$ cat src/rtl/instr_bus_decoder_pkg.sv
// Shared instruction-side address map and fetch target identifiers.
package microsoc_pkg;

   typedef enum logic [1:0] {
      TGT_ROM = 2'd0,
      TGT_RAM = 2'd1,
      TGT_ERR = 2'd2
   } instr_tgt_e;

   // Boot ROM occupies the lowest 256 bytes
   localparam logic [31:0] ROM_BASE     = 32'h0000_0000;
   localparam logic [31:0] ROM_MASK     = 32'hFFFF_FF00;
   localparam logic [31:0] RAM_BASE_DEF = 32'h0001_0000;
   localparam logic [31:0] RAM_MASK_DEF = 32'hFFFF_0000;

   // ROM is checked first so it wins if the RAM window overlaps it
   function automatic instr_tgt_e decode_tgt(input logic [31:0] addr,
                                             input logic [31:0] ram_base,
                                             input logic [31:0] ram_mask);
      if ((addr & ROM_MASK) == ROM_BASE)
         return TGT_ROM;
      else if ((addr & ram_mask) == ram_base)
         return TGT_RAM;
      else
         return TGT_ERR;
   endfunction

endpackage

$ cat src/rtl/instr_bus_decoder_tag_fifo.sv
// In-order FIFO of fetch target IDs for granted, not yet answered fetches.
module instr_tag_fifo
   import microsoc_pkg::*;
#(
   parameter int unsigned DEPTH = 2
) (
   input  logic       clk,
   input  logic       rst,
   input  logic       push,
   input  instr_tgt_e push_tgt,
   input  logic       pop,
   output instr_tgt_e head_tgt,
   output logic       full,
   output logic       empty
);

   localparam int unsigned PW = (DEPTH > 1) ? $clog2(DEPTH) : 1;
   localparam int unsigned CW = $clog2(DEPTH + 1);
   localparam logic [PW-1:0] LAST_PTR = PW'(DEPTH - 1);
   localparam logic [CW-1:0] DEPTH_C  = CW'(DEPTH);

   instr_tgt_e    mem [DEPTH];
   logic [PW-1:0] wr_ptr;
   logic [PW-1:0] rd_ptr;
   logic [CW-1:0] count;

   // Pointers wrap at DEPTH-1 so non-power-of-two depths work
   always_ff @(posedge clk or negedge rst) begin
      if (!rst) begin
         wr_ptr <= '0;
         rd_ptr <= '0;
         count  <= '0;
         for (int unsigned i = 0; i < DEPTH; i++)
            mem[i] <= TGT_ERR;
      end else begin
         if (push) begin
            mem[wr_ptr] <= push_tgt;
            wr_ptr      <= (wr_ptr == LAST_PTR) ? '0 : wr_ptr + PW'(1);
         end
         if (pop)
            rd_ptr <= (rd_ptr == LAST_PTR) ? '0 : rd_ptr + PW'(1);
         case ({push, pop})
            2'b10:   count <= count + CW'(1);
            2'b01:   count <= count - CW'(1);
            default: count <= count;
         endcase
      end
   end

   // Status flags and head entry
   always_comb begin
      full     = (count == DEPTH_C);
      empty    = (count == '0);
      head_tgt = mem[rd_ptr];
   end

endmodule

$ cat src/rtl/instr_bus_decoder.sv
// Routes core instruction fetches to boot ROM, instruction RAM or an
// internal error responder, returning responses strictly in grant order.
module instr_bus_decoder
   import microsoc_pkg::*;
#(
   parameter int unsigned  DEPTH    = 2,
   parameter logic [31:0]  RAM_BASE = RAM_BASE_DEF,
   parameter logic [31:0]  RAM_MASK = RAM_MASK_DEF
) (
   input  logic        clk,
   input  logic        rst,
   input  logic        instr_req_i,
   output logic        instr_gnt_o,
   input  logic [31:0] instr_addr_i,
   output logic        instr_rvalid_o,
   output logic [31:0] instr_rdata_o,
   output logic [6:0]  instr_rdata_intg_o,
   output logic        instr_err_o,
   output logic        rom_req_o,
   output logic [31:0] rom_addr_o,
   input  logic        rom_gnt_i,
   input  logic        rom_rvalid_i,
   input  logic [31:0] rom_rdata_i,
   input  logic [6:0]  rom_rdata_intg_i,
   input  logic        rom_err_i,
   output logic        ram_req_o,
   output logic [31:0] ram_addr_o,
   input  logic        ram_gnt_i,
   input  logic        ram_rvalid_i,
   input  logic [31:0] ram_rdata_i,
   input  logic [6:0]  ram_rdata_intg_i,
   input  logic        ram_err_i,
   output logic        protocol_err_o
);

   instr_tgt_e req_tgt;
   instr_tgt_e head_tgt;
   logic       full;
   logic       empty;
   logic       slave_gnt;
   logic       can_issue;

   instr_tag_fifo #(.DEPTH(DEPTH)) u_tag_fifo (
      .clk      (clk),
      .rst      (rst),
      .push     (instr_gnt_o),
      .push_tgt (req_tgt),
      .pop      (instr_rvalid_o),
      .head_tgt (head_tgt),
      .full     (full),
      .empty    (empty)
   );

   // Request decode and grant; rst gating keeps the core side quiet in reset
   always_comb begin
      req_tgt = decode_tgt(instr_addr_i, RAM_BASE, RAM_MASK);
      case (req_tgt)
         TGT_ROM: slave_gnt = rom_gnt_i;
         TGT_RAM: slave_gnt = ram_gnt_i;
         default: slave_gnt = 1'b1;
      endcase
      can_issue   = rst & instr_req_i & ~full;
      rom_req_o   = can_issue & (req_tgt == TGT_ROM);
      ram_req_o   = can_issue & (req_tgt == TGT_RAM);
      instr_gnt_o = can_issue & slave_gnt;
      rom_addr_o  = instr_addr_i;
      ram_addr_o  = instr_addr_i;
   end

   // Response mux selected by the oldest outstanding tag
   always_comb begin
      instr_rvalid_o     = 1'b0;
      instr_rdata_o      = '0;
      instr_rdata_intg_o = '0;
      instr_err_o        = 1'b0;
      if (!empty) begin
         case (head_tgt)
            TGT_ROM: begin
               instr_rvalid_o     = rom_rvalid_i;
               instr_rdata_o      = rom_rdata_i;
               instr_rdata_intg_o = rom_rdata_intg_i;
               instr_err_o        = rom_err_i;
            end
            TGT_RAM: begin
               instr_rvalid_o     = ram_rvalid_i;
               instr_rdata_o      = ram_rdata_i;
               instr_rdata_intg_o = ram_rdata_intg_i;
               instr_err_o        = ram_err_i;
            end
            default: begin
               instr_rvalid_o = 1'b1;
               instr_err_o    = 1'b1;
            end
         endcase
      end
   end

   // Sticky flag for slave responses that do not match the head tag
   always_ff @(posedge clk or negedge rst) begin
      if (!rst)
         protocol_err_o <= 1'b0;
      else if ((rom_rvalid_i && (empty || head_tgt != TGT_ROM)) ||
               (ram_rvalid_i && (empty || head_tgt != TGT_RAM)))
         protocol_err_o <= 1'b1;
   end

endmodule

$ cat config.mk
export PLATFORM = sky130hd
export DESIGN_NAME = instr_bus_decoder
export DESIGN_NICKNAME = d
export VERILOG_FILES = /design/src/rtl/instr_bus_decoder_pkg.sv /design/src/rtl/instr_bus_decoder_tag_fifo.sv /design/src/rtl/instr_bus_decoder.sv
export SDC_FILE = /design/constraint.sdc
export NUM_CORES = 1
export LEC_CHECK = 0
export ABC_AREA = 0
export BUFFER_PORTS_ARGS = -buffer_cell sky130_fd_sc_hd__buf_4
export CORE_AREA = 4 4 87 89
export CTS_BUF_LIST = sky130_fd_sc_hd__clkbuf_8
export DETAILED_ROUTE_END_ITERATION = 10
export DIE_AREA = 0 0 91 93
export PLACE_DENSITY_LB_ADDON = 0.12
export SLEW_MARGIN = 15
export SYNTH_ARGS = -nofsm -noshare
export SYNTH_HDL_FRONTEND = slang
export SYNTH_HIERARCHICAL = 1
export SYNTH_SLANG_ARGS = --single-unit
$ cat constraint.sdc
create_clock -name clk -period 1.9 [get_ports clk]
set_clock_uncertainty 0.1 [all_clocks]
set_input_delay 0.095 -clock clk [delete_from_list [all_inputs] [get_ports clk]]
set_output_delay 0.095 -clock clk [all_outputs]
set_load 0.02 [all_outputs]
==> flow_summary.ini <==
[yosys]
muxShareOfSynthArea_pct = 4.73
synth_adder_area_share_pct = 0.876
synth.avg_cell_area_um2 = 8.51
synth_xor_area_share_pct = 3.06
async_flop_share_pct = 100
yosysSeqAreaShare_pct = 15.9
synth.top_cell.area_share_pct = 33.6
yosysTopAreaCell = buf_4
synth_compound_area_share_pct = 26.4
synthFlopType = dfrtp_1
synth_edf_count = 0
synth_top_family_by_area = buffers and inverters
synth.distinct_cells = 30
syn_area_um2 = 1430
synth.area.top_cells = buf_4 34%, a22o_1 24%, dfrtp_1 12%, mux2_2 4.7%, dfstp_2 3.7%
yosys.area_share.simple_pct = 11.7
yosys_warnings = 6
synthCells = 168
synth-seq-cells = 9
syn_nets = 288

[place]
io_buffers = 203
hpwl_um = 5730
pre_cts_ws_ns = -0.150
gp_congestion = 0.732
dp_cells = 398
post_dp_cell_area_um2 = 2750

[grt]
grt_pass1_wl_um = 9840
gr-max-usage-layer = met2
antenna_found_initial = 1
grt_util_met1_pct = 14.2
grt_util_all_layers_pct = 14.3
grt_pass1_vias = 1866
grt_overflow = 0
met2_usage_pct = 28.6
grt_max_degree = 28
use_met3_pct = 4.67

[layout]
drive_gt1_share_pct = 78.1
stdcell_area_um2 = 3220
area.growth.synth_to_final_pct = 125
instances_no_fill = 422
antenna_cells = 0
nFillCells = 652
final_nets = 463

[sta]
worstMarginPinSlew_ns = 0.364
setup_tns_ns = -4.83
fin_ws_ns = -0.150
final.min_clock_period_ns = 2.05
slew_headroom_pct = 75.5
period_share_pct = 108
fmax_ghz = 0.488
hold_viol = 0
setup_viol = 41
whs_ns = 0.0402
drv_slew = 0
rsz0062_at_grt = true

[floorplanning]
core_area_um2 = 6760
pin_count = 228
initial_core_util_pct = 21.1
dieArea_um2 = 8460
die_y_um = 93
rows = 30
die_w_um = 91

[pwr]
p_leak_nw = 1.66
p_per_area_nw_per_um2 = 482
ir_worst_vdd_mv = 0.569

[min_path]
min_delay_worst_endpoint = protocol_err_o
hp-start = ram_rvalid_i
hold-path-cell-count = 3
hold_path_class = primary input to register

[routing]
vias_per_cell = 4.31
vias = 1819
drc = 0
antenna_left = 0
drt_wl_total_um = 7120
drtPass1Iterations = 4
routedWlPerCell_um = 16.9
drt_iter0_markers = 38

[status]
outcome = complete, but fails checks
violations = setup timing

[clock_network]
cts_buffers = 3
ctsRootBufferMaster = clkbuf_8
cts_buffer_depth = 2
insertion_delay_ns = 0.23
clk_pin_slew_ns = 0.05
cts_tree = done
h-tree-depth = 1
cts_sinks = 9

[job]
maxCapViolCount = 0

[worst_setup_path]
critPathMaxFanout = 13
cp_common_cell = buf_6
arrival_ns = 1.85
reg2reg_from = u_tag_fifo/rd_ptr
critPathLaunchType = register
cp-end-kind = output pin
r2r-end = u_tag_fifo/count[1]
cp_slowest_cell = dfrtp_1
reg2reg_slack_ns = -0.08
cpPeakStageDelay_ns = 0.41
crit_family = buffers and inverters
crit_type = register to output pin
cp_data_required_time_ns = 1.70
critPathBufInv = 4
r2r_cells = 9
worstPathCellList = mux2_4 > buf_6 > nor3_4 > buf_4 > clkbuf_16 > a22o_1 > buf_6
## logic make-up (layout without fill, tap and decap cells)
kind of cell	Yosys count	after routing
compound gates	44	44
xor+xnor	5	5
fa+ha+maj	1	1
buf+inv	76	250
flops	9	9
mux	6	6
simple gates	27	27
## registers in the layout (all words and copies together), names as in the netlist
signal	cells
protocol_err_o	1
u_tag_fifo/wr_ptr	1
u_tag_fifo/rd_ptr	1
u_tag_fifo/count	2
u_tag_fifo/mem	4
## layout make-up
cell class | count | area (um^2) | area share (%)
Multi-Input combinational cell | 83 | 737 | 22.9
Timing Repair Buffer | 242 | 2100 | 65.1
Sequential cell | 9 | 228 | 7.07
Clock inverter | 1 | 3.75 | 0.117
Clock buffer | 3 | 41.3 | 1.28
Inverter | 4 | 15.0 | 0.466
Tap cell | 80 | 100 | 3.11
## report_power, final
part	internal, W	total, W	leakage [nW]	switching (W)
Sequential	0.000247	0.000283	0.104	0.0000357
Clock	0.000141	0.000217	0.0269	0.0000764
Combinational	0.000599	0.00105	1.53	0.000453
## synth_stat cells (2+ instances only)
master    instances
buf_4            64
nor4_1            3
nand2_1           3
xnor2_1           2
xor2_1            3
dfrtp_1           7
inv_1             3
nor2b_1           2
nor3_1            2
clkbuf_1          3
a22o_1           39
a211oi_1          2
dfstp_2           2
mux2_2            6
nor2_1            8
buf_2             5
## tightest hold or removal path: cells and delay by family
kind,cells,cell delay (ns)
buf+inv,2,0.18
compound gates,1,0.06
## how the worst max path moves through the flow
stage	endpoint	slack, ns	start	depth (start not counted)
finish	instr_rdata_intg_o[4]	-0.15	u_tag_fifo/rd_ptr	7
global route	instr_rdata_o[10]	-0.24	u_tag_fifo/rd_ptr	7
CTS	instr_rdata_o[1]	-0.17	u_tag_fifo/rd_ptr	6
detailed placement	u_tag_fifo/count[1]	-0.15	instr_addr_i[26]	10
global placement	u_tag_fifo/count[1]	-0.13	instr_addr_i[26]	10
floorplan	u_tag_fifo/count[1]	0.0004	u_tag_fifo/count[0]	8
## per-stage QoR
stage                     util, %  total power (W)
after floorplan                 -         0.000827
after global placement       40.6          0.00122
after detailed placement     40.6          0.00123
after CTS                    45.9          0.00154
after global routing         47.7          0.00165
final                        47.7          0.00155
## layout by cell type, fill, tap and decap left out, types with 2 or more instances in the layout
cell type	instances
inv_1	3
dfrtp_1	7
clkbuf_16	3
buf_4	187
buf_12	2
clkbuf_8	3
nor4_1	3
xor2_1	3
inv_2	2
nand2_1	3
dfstp_2	2
mux2_2	4
dlygate4sd3_1	2
buf_6	47
a22o_1	38
xnor2_1	2
nor2_1	7
mux2_4	2
nor3_1	2
## routing by layer
| layer | up-vias | routed length (um) |
|---|---|---|
| met5 | - | 7 |
| met3 | 12 | 636 |
| li1 | 894 | - |
| met1 | 828 | 2320 |
| met4 | 2 | 93 |
| met2 | 83 | 4070 |
## what timing repair did
action / in CTS / in global routing
pin swaps: 7 / 4
endpoints found under the hold margin: 10 / 0
resized for setup: 48 / 8
hold buffers: 2 / 0
endpoints found under the setup margin: 39 / 43
gates cloned: 3 / 3
setup buffers: 10 / 3
Note: power is estimated with default switching activity, not from simulation.
